==> src/rtl/mccu_quota_refill.sv <==
// ============================================================================
// Module   : mccu_quota_refill
// Purpose  : Periodic quota replenishment controller for the MCCU. It reloads
//            the per-core budgets every period and turns MCCU quota
//            interruptions into stall requests, sticky IRQs and saturating
//            overrun counts.
// Options  : MCCU_REFILL_CARRY_EN - on a reload from RUN, carry the unused
//            remaining quota into the next period (saturating sum).
// Revision : 1.0 - initial release
// ============================================================================
`default_nettype none

module mccu_quota_refill #(
  parameter int unsigned DATA_WIDTH   = 32,
  parameter int unsigned N_CORES      = 2,
  parameter int unsigned PERIOD_WIDTH = 32,
  parameter int unsigned OVR_WIDTH    = 16
) (
  input  logic                                 clk_i,
  input  logic                                 rstn_i,
  input  logic                                 enable_i,
  input  logic [PERIOD_WIDTH-1:0]              period_i,
  input  logic [N_CORES-1:0][DATA_WIDTH-1:0]   budget_i,
  input  logic [N_CORES-1:0][DATA_WIDTH-1:0]   quota_remaining_i,
  input  logic [N_CORES-1:0]                   interruption_quota_i,
  input  logic [N_CORES-1:0]                   irq_ack_i,
  output logic [N_CORES-1:0][DATA_WIDTH-1:0]   quota_o,
  output logic                                 mccu_enable_o,
  output logic [N_CORES-1:0]                   stall_o,
  output logic [N_CORES-1:0]                   irq_o,
  output logic [N_CORES-1:0][OVR_WIDTH-1:0]    overrun_cnt_o,
  output logic                                 period_done_o
);

  typedef enum logic [1:0] {
    IDLE = 2'd0,
    LOAD = 2'd1,
    RUN  = 2'd2
  } state_t;

  state_t                             state;
  state_t                             state_nxt;
  logic [PERIOD_WIDTH-1:0]            period_lat;
  logic [PERIOD_WIDTH-1:0]            count;
  logic [N_CORES-1:0]                 exhaust_set;
  logic [N_CORES-1:0][DATA_WIDTH-1:0] quota_nxt;

`ifdef MCCU_REFILL_CARRY_EN
  logic [N_CORES-1:0][DATA_WIDTH:0]   carry_sum;
`else
  // The remaining quota only matters when carry-over is built in.
  logic                               unused_remaining;
  assign unused_remaining = ^quota_remaining_i;
`endif

  // Next-state selection; dropping enable_i wins over every other transition.
  always_comb begin
    state_nxt   = state;
    exhaust_set = '0;
    case (state)
      IDLE:    if (enable_i) state_nxt = LOAD;
      LOAD:    state_nxt = RUN;
      RUN: begin
        if (count == '0) state_nxt = LOAD;
        // Only a fresh exhaustion in RUN counts as an overrun event.
        exhaust_set = interruption_quota_i & ~stall_o;
      end
      default: state_nxt = IDLE;
    endcase
    if (!enable_i) state_nxt = IDLE;
  end

  // Quota presented during LOAD: budget, optionally plus the carried remainder.
  always_comb begin
    quota_nxt = budget_i;
`ifdef MCCU_REFILL_CARRY_EN
    carry_sum = '0;
    if (state == RUN) begin
      for (int i = 0; i < int'(N_CORES); i++) begin
        carry_sum[i] = {1'b0, budget_i[i]} + {1'b0, quota_remaining_i[i]};
        quota_nxt[i] = carry_sum[i][DATA_WIDTH] ? {DATA_WIDTH{1'b1}}
                                                : carry_sum[i][DATA_WIDTH-1:0];
      end
    end
`endif
  end

  // State, period counter, and all registered outputs.
  always_ff @(posedge clk_i or negedge rstn_i) begin
    if (!rstn_i) begin
      state         <= IDLE;
      period_lat    <= '0;
      count         <= '0;
      quota_o       <= '0;
      mccu_enable_o <= 1'b0;
      stall_o       <= '0;
      irq_o         <= '0;
      overrun_cnt_o <= '0;
      period_done_o <= 1'b0;
    end else begin
      state         <= state_nxt;
      mccu_enable_o <= (state_nxt == RUN);
      period_done_o <= (state == RUN) && (state_nxt == LOAD);

      if (state_nxt == LOAD) begin
        quota_o    <= quota_nxt;
        period_lat <= period_i;
      end

      // RUN spans max(period,1) cycles: load period-1, leave RUN at zero.
      if (state_nxt != RUN)
        count <= '0;
      else if (state == LOAD)
        count <= (period_lat == '0) ? '0 : period_lat - 1'b1;
      else
        count <= count - 1'b1;

      // Exhaustion is per period: any reload or idle clears the stall.
      stall_o <= (state_nxt == RUN) ? (stall_o | exhaust_set) : '0;

      // A new overrun beats a same-cycle acknowledge.
      irq_o <= exhaust_set | (irq_o & ~irq_ack_i);

      for (int i = 0; i < int'(N_CORES); i++) begin
        if (exhaust_set[i] && (overrun_cnt_o[i] != {OVR_WIDTH{1'b1}}))
          overrun_cnt_o[i] <= overrun_cnt_o[i] + 1'b1;
      end
    end
  end

endmodule

`default_nettype wire

==> config.mk <==
export PLATFORM = sky130hd
export DESIGN_NAME = mccu_quota_refill
export DESIGN_NICKNAME = d
export VERILOG_FILES = /design/src/rtl/mccu_quota_refill.sv
export SDC_FILE = /design/constraint.sdc
export NUM_CORES = 1
export LEC_CHECK = 0
export CAP_MARGIN = 20
export CELL_PAD_IN_SITES_DETAIL_PLACEMENT = 0
export CELL_PAD_IN_SITES_GLOBAL_PLACEMENT = 1
export CORE_MARGIN = 2
export CORE_UTILIZATION = 35
export DETAILED_ROUTE_END_ITERATION = 16
export GPL_TIMING_DRIVEN = 0
export PLACE_DENSITY_LB_ADDON = 0.25
export SYNTH_ARGS = -nofsm -noshare
export SYNTH_HDL_FRONTEND = slang
export SYNTH_SLANG_ARGS = --single-unit
==> constraint.sdc <==
create_clock -name clk_i -period 3.4 [get_ports clk_i]
set_input_delay 0.68 -clock clk_i [delete_from_list [all_inputs] [get_ports clk_i]]
set_output_delay 0.68 -clock clk_i [all_outputs]
set_load 0.02 [all_outputs]
==> key figures, run 1 <==
Outcome
  – Status: finished clean

Power and ir drop
  – Final Power: around 0.011 W
  – Reported leakage power: 4.564 nW
  – Pwr dens: roughly 1100 nW/um2
  – Largest vdd supply drop: 0.5032 mV

Place
  – Post-DP HPWL: about 14000 um
  – Final Wtd Congestion: roughly 0.79
  – Post-Place Worst Slack: 0.006102 ns
  – Cell count after placement: approximately 1100
  – Port buffer count: 204

Cells and area
  – Count of non-filler cells in the finished layout: roughly 1200
  – Number of fillers in the final layout: about 2000
  – Final core occ: a little under 50%
  – Share of layout cells above drive strength 1: 16.18%
  – Relative area change from synthesis to final layout: 39.62%
  – ANT cells: 0
  – Leading cell type in the layout, fill and taps excluded: clkdlybuf4s50_1
  – Area taken by flip-flops and latches: ~4200 um2
  – Number of nets in the layout: 1042
  – Multi-input logic area: 3349 um2
  – Commonest non-fill, non-tap cells in the layout: 203 x clkdlybuf4s50_1, 168 x dfrtp_1, 78 x mux2_2, 55 x nor2_1, 38 x xor2_1

CTS
  – Num CTS Buffers: 17
  – Skew-Pair Late Insertion Delay: about 0.43 ns
  – CTS clock-pin slew for the worst setup and hold paths: 0.07 ns
  – CTS H-tree depth: 4
  – Number of sinks on the clock net: ~170
  – Hold bufs inserted after CTS: 0
  – Clock tree buffer depth: 2
  – CTS tree: done
  – Clock root buffer master: clkbuf_16

Synthesis
  – Share of synthesized registers carrying an async set or reset: 100.0%
  – Mean instance size in the synthesized netlist: 12.03 um2
  – Post-Synthesis Cells: around 640
  – Number of library cell types mapped by synthesis: 57
  – Area leader, netlist: dfrtp_1
  – EDFF count, synth: 0
  – Cell area after technology mapping: 7747 um2
  – Number of synthesized register bits: roughly 170
  – Seq/Total Area, Yosys: between 50 and 60%
  – Number of nets produced by synthesis: slightly above 800
  – Fraction of synthesized cell area taken by the top area cell type: between 50 and 60%
  – Total number of yosys warnings: 0
  – Area contributors post-synth: dfrtp_1 54%, mux2_2 11%, xor2_1 4.3%
  – Predominant post-synthesis flop cell: dfrtp_1

Setup path
  – Cell count along the critical path: 11
  – Cell class contributing the biggest share of worst-path delay: simple AND/OR/NAND/NOR gates
  – Most common cell on crit path: buf_6
  – Data required time of the critical path: about 3.7 ns
  – Reg2reg setup slack: between 0.2 and 0.25 ns
  – Reg2Reg Depth: 11
  – Nature of the critical path startpoint: register
  – Kind of critical path: reg2reg
  – Data arrival time of the critical path: 3.49 ns
  – Max Fanout on Critical Path: 10
  – Count of buffer and inverter cells on the critical path: 4
  – Category of the worst setup path capture point: register
  – Cell chain of the critical path: inv_1, ha_1, or4b_1, nor4b_4, and3_1, buf_4, nand2_2, a21oi_4, buf_6, buf_6, mux2_1
  – Largest stage delay on the critical path: roughly 0.57 ns
  – Cell with the largest stage delay on the worst path: or4b_1

Timing
  – Setup TNS: 0 ns
  – Maximum clock rate: about 310 MHz
  – Min cycle time layout: 3.187 ns
  – Share of the clock period used by the worst path: a little over nine tenths
  – Total count of hold-check failures in the final report: 0
  – Max transition margin: approximately two fifths
  – Transition time of the tightest slew-check pin: between 0.9 and 1 ns
  – Setup violation total in the final timing report: 0
  – Setup Skew: between 0.01 and 0.015 ns
  – Pins over their slew limit: 0
  – Smallest setup slack after layout: ~0.21 ns
  – Unrepaired setup endpoints after global routing: no

Floorplan
  – Horizontal die dimension: about 150 um
  – FP Rows: 54
  – I/O pin count: 269
  – Core box area: 21760 um2
  – Starting utilization of the core area: a little over a third
  – Die boundary height: 152.8 um
  – Die Footprint: around 23000 um2

Route
  – Vias after detailed routing: roughly 5800
  – Number of vias per cell after detailed routing: ~5
  – Drt pass-1 iters: 4
  – DRT antenna net count: 0
  – Initial DRC count: 325
  – Sum of routed wire length over all layers: approximately 20000 um
  – Final routed DRC violation total: 0
  – Average wire per cell in the routed design: around 17 um

Job
  – Max cap viols: 0

Global routing
  – Largest net degree at the start of global routing: 108
  – Gr ovfl total: 0
  – Antenna violations before repair: 1
  – Wire length of the first global-routing pass: ~32000 um
  – Number of global-route vias before repair: between 6000 and 7000
  – Global router's overall resource usage: between 10% and 20%

Worst hold path
  – Worst hold path type: in2async
==> worst paths after layout <==
kind | from | end
hold / removal | rstn_i | period_lat[18]
setup reg to reg | count[0] | quota_o[56]
min in group clk_i | quota_o[45] | quota_o[45]
setup / recovery | count[0] | quota_o[56]
max in group asynchronous | rstn_i | period_lat[4]
hold reg to reg | quota_o[45] | quota_o[45]
==> layer usage <==
metal / track usage, % / wire (um) / up-vias
li1: - / - / 2737
met1: 20.49 / 8178 / 2883
met2: 28.85 / 9782 / 158
met3: 6.143 / 1342 / 27
met4: 6.173 / 439 / 2
met5: 0 / 11 / -
==> timing repair <==
item,4_1_cts,5_1_grt
setup endpoints to repair,14,10
pin swaps,1,0
setup buffers,2,0
resized for setup,0,2
==> cell usage after synthesis (8+ instances only) <==
library cell	n
dfrtp_1	168
mux2_2	78
nor2_1	55
xor2_1	38
xnor2_1	36
nand2_1	30
mux2_1	20
nor3_1	17
a22oi_1	15
nand3_1	13
or4_1	12
inv_1	11
a21oi_1	10
and3_1	10
nand4_1	10
clkbuf_1	9
o21ai_0	9
buf_4	8
nor4_1	8
==> state kept, by name, indices dropped and copies added, names as in the netlist <==
signal	cells
count	32
irq_o	2
mccu_enable_o	1
overrun_cnt_o	32
period_done_o	1
period_lat	32
quota_o	64
stall_o	2
state	2
==> layout make-up <==
class,count,share of cell area [%]
Sequential cell,168,38.87
Tap cell,280,3.239
Multi-Input combinational cell,440,30.97
Clock inverter,14,1.677
Inverter,11,0.3817
Buffer,25,1.423
Clock buffer,18,3.968
Timing Repair Buffer,208,19.48
==> through the flow <==
step / instance area, um2 / hold WS [ns]
CTS: 10810 / 0.1932
finish: 10820 / 0.1887
global placement: 10140 / 0.4659
detailed placement: 10170 / 0.4737
global route: 10820 / 0.2114
floorplan: 7747 / 0.3844
==> cell families (layout without fill, tap and decap cells) <==
| logic type | Yosys count | count (layout) | share of synthesized area (%) |
|---|---|---|---|
| AND/OR/NAND/NOR | 198 | 198 | 13.84 |
| flip-flops | 168 | 168 | 54.26 |
| multiplexers | 102 | 102 | 14.76 |
| XOR/XNOR | 74 | 74 | 8.366 |
| AO/OA/AOI/OAI | 62 | 62 | 5.620 |
| buffers and inverters | 36 | 276 | 2.503 |
| adder cells (fa/ha/maj) | 4 | 4 | 0.6460 |
==> report_power, final <==
part | internal, W | switching [W]
sequential | 0.00282 | 0.000688
clock | 0.00112 | 0.000891
combinational | 0.00297 | 0.00293
No activity file was read; power rests on OpenSTA's default activity.
==> run 2, diff against run 1 <==
CORE_UTILIZATION = 32   (was 35)
clock period = 2.6 ns   (was 3.4 ns; I/O delays follow)
==> key figures, run 2 (synthesized netlist as in run 1, its figures left out) <==
Outcome
  – Status: complete, but fails checks
  – Violated checks: negative setup slack

Floorplan
  – Die boundary height: 159.6 um (+4.5%)
  – Starting utilization of the core area: 32.81% (-2.8 points)
  – Core box area: 23610 um2 (+8.5%)
  – I/O pin count: 269 (unchanged)
  – Die Footprint: 25470 um2 (+9.1%)
  – Horizontal die dimension: 159.6 um (+4.5%)
  – FP Rows: 56 (+3.7%)

Place
  – Cell count after placement: 1168 (+3.5%)
  – Final Wtd Congestion: 0.7387 (-6.1%)
  – Post-DP HPWL: 14250 um (-1.0%)
  – Port buffer count: 204 (unchanged)

Route
  – DRT antenna net count: 0 (unchanged)
  – Initial DRC count: 315 (-3.1%)
  – Number of vias per cell after detailed routing: 4.799 (-3.8%)
  – Average wire per cell in the routed design: 17.36 um (+2.3%)
  – Final routed DRC violation total: 0 (unchanged)
  – Vias after detailed routing: 5960 (+2.6%)
  – Sum of routed wire length over all layers: 21560 um (+9.1%)
  – Drt pass-1 iters: 4 (unchanged)

Power and ir drop
  – Pwr dens: 1424 nW/um2 (+35%)
  – Largest vdd supply drop: 0.6575 mV (+31%)
  – Final Power: 0.01710 W (+50%)
  – Reported leakage power: 5.265 nW (+15%)

Timing
  – Total count of hold-check failures in the final report: 0 (unchanged)
  – Max transition margin: 52.80% (+13 points)
  – Smallest setup slack after layout: -0.1255 ns (-0.3385 ns)
  – Min cycle time layout: 2.725 ns (-0.4615 ns)
  – Setup violation total in the final timing report: 96 (+96)
  – Setup Skew: 0.01796 ns (+0.005372 ns)
  – Unrepaired setup endpoints after global routing: yes
  – Maximum clock rate: 366.9 MHz (+17%)
  – Pins over their slew limit: 0 (unchanged)
  – Transition time of the tightest slew-check pin: 0.7021 ns (-0.2004 ns)
  – Share of the clock period used by the worst path: 104.8% (+11 points)

Setup path
  – Critical Path End: quota_o[42]
  – Kind of critical path: reg2reg
  – Max Fanout on Critical Path: 5 (-5)
  – Largest stage delay on the critical path: 0.48 ns (-0.09 ns)
  – Reg-to-reg startpoint: count[0]
  – Cell with the largest stage delay on the worst path: or4b_4
  – Reg2reg setup slack: -0.13 ns (-0.34 ns)
  – Cell chain of the critical path: inv_2, ha_4, or4b_4, nor4b_4, and3_4, nand2_4, a21oi_4, buf_6, buf_8, buf_12, buf_16, mux2_4
  – Reg2Reg Depth: 12 (+1)
  – Category of the worst setup path capture point: register
  – Data required time of the critical path: 2.92 ns (-0.78 ns)
  – Nature of the critical path startpoint: register
  – Cell count along the critical path: 12 (+1)
  – Endpoint of the most critical register-to-register path: quota_o[42]
  – Critical path launch point: count[0]
  – Data arrival time of the critical path: 3.05 ns (-0.44 ns)
  – Cell class contributing the biggest share of worst-path delay: simple AND/OR/NAND/NOR gates
  – Count of buffer and inverter cells on the critical path: 5 (+1)

Worst hold path
  – Worst hold path type: in2async

CTS
  – Clock root buffer master: clkbuf_16
  – CTS H-tree depth: 4 (unchanged)
  – Num CTS Buffers: 17 (unchanged)
  – CTS clock-pin slew for the worst setup and hold paths: 0.07 ns (about the same)
  – CTS tree: done
  – Hold bufs inserted after CTS: 0 (unchanged)
  – Skew-Pair Late Insertion Delay: 0.44 ns (about the same)
  – Number of sinks on the clock net: 168 (unchanged)
  – Clock tree buffer depth: 2 (unchanged)

Global routing
  – Wire length of the first global-routing pass: 35510 um (+10%)
  – Number of global-route vias before repair: 6634 (+7.0%)
  – Largest net degree at the start of global routing: 91 (-16%)
  – Global router's overall resource usage: 17.49% (+0.27 points)
  – Gr ovfl total: 0 (unchanged)
  – Antenna violations before repair: 1 (unchanged)

Cells and area
  – Largest reg by FF count: quota_o
  – Count of non-filler cells in the finished layout: 1242 (+6.7%)
  – Flip-flop count of the largest register after layout: 64 (unchanged)
  – Number of nets in the layout: 1080 (+3.6%)
  – Relative area change from synthesis to final layout: 54.93%
  – Leading cell type in the layout, fill and taps excluded: clkdlybuf4s50_1
  – Commonest non-fill, non-tap cells in the layout: 203 x clkdlybuf4s50_1, 166 x dfrtp_1, 96 x mux2_4, 53 x nor2_1, 38 x xor2_1
  – Number of fillers in the final layout: 2134 (+9.6%)
  – Share of layout cells above drive strength 1: 24.19% (+8.0 points)

Job
  – Max cap viols: 0 (unchanged)
## run 2: worst min-delay path by stage
stage / endpoint / start / cells past startpoint
after floorplan: count[0] / rstn_i / 0
after global placement: quota_o[55] / quota_o[55] / 1
after detailed placement: quota_o[61] / quota_o[61] / 1
after CTS: period_lat[7] / rstn_i / 1
after global routing: period_lat[9] / rstn_i / 1
final: period_lat[9] / rstn_i / 1
## run 2: final cells by class
type,count,area [um2],area share [%]
Timing Repair Buffer,251,2726,22.71
Antenna cell,1,2.502,0.02085
Multi-Input combinational cell,440,3840,31.99
Tap cell,319,399.1,3.325
Clock buffer,18,429.2,3.576
Clock inverter,14,155.1,1.293
Buffer,20,202.7,1.689
Sequential cell,168,4207,35.05
Inverter,11,41.29,0.3440
## run 2: power by group
part | internal (W) | switching, W | leakage [nW] | total (W)
registers | 0.00370 | 0.000921 | 2.09 | 0.00462
clock network | 0.00129 | 0.00125 | 0.286 | 0.00254
logic | 0.00556 | 0.00438 | 2.89 | 0.00994
total | 0.0105 | 0.00655 | 5.27 | 0.0171
## run 2: worst register-to-register path: stages (launching register included)
cell     delay, ns
dfrtp_1       0.39
inv_2         0.08
ha_4          0.12
or4b_4        0.48
nor4b_4       0.29
and3_4        0.26
nand2_4       0.06
a21oi_4       0.17
buf_6         0.14
buf_8         0.11
buf_12        0.12
buf_16        0.12
mux2_4        0.29
## run 2: per-layer routing
layer,GRT usage [%],vias to the layer above,share of wire (%)
met1,21.27,2976,43
met2,29.00,148,48
met3,6.877,18,7.7
met4,4.545,0,1.2
met5,0,-,0
li1,-,2818,-
## run 2: what timing repair did
| action | CTS | global route |
|---|---|---|
| cloned | 10 | 1 |
| pin swaps | 6 | 3 |
| endpoints found under the setup margin | 142 | 128 |
| resized for setup | 142 | 36 |
| buffers inserted | 32 | 7 |
## run 2: per-stage QoR
stage | worst slack [ns] | util (%) | cell area, um2 | hold WS [ns] | TNS [ns]
finish | -0.1255 | 50.83 | 12000 | 0.05141 | -7.589
global route | -0.2272 | 50.82 | 12000 | 0.1044 | -16.79
CTS | -0.1417 | 50.52 | 11930 | 0.07030 | -6.997
detailed placement | -0.7412 | 43.60 | 10290 | 0.4737 | -70.80
global placement | -6.567 | 43.46 | 10260 | 0.4682 | -1171.20
floorplan | -0.2094 | - | 7821 | 0.2244 | -12.73
==> run 3, diff against run 2 <==
CTS_CLUSTER_DIAMETER = 40   (was default)
==> results of run 3 <==
Final layout, timing and power as in run 2 (identical DEF).
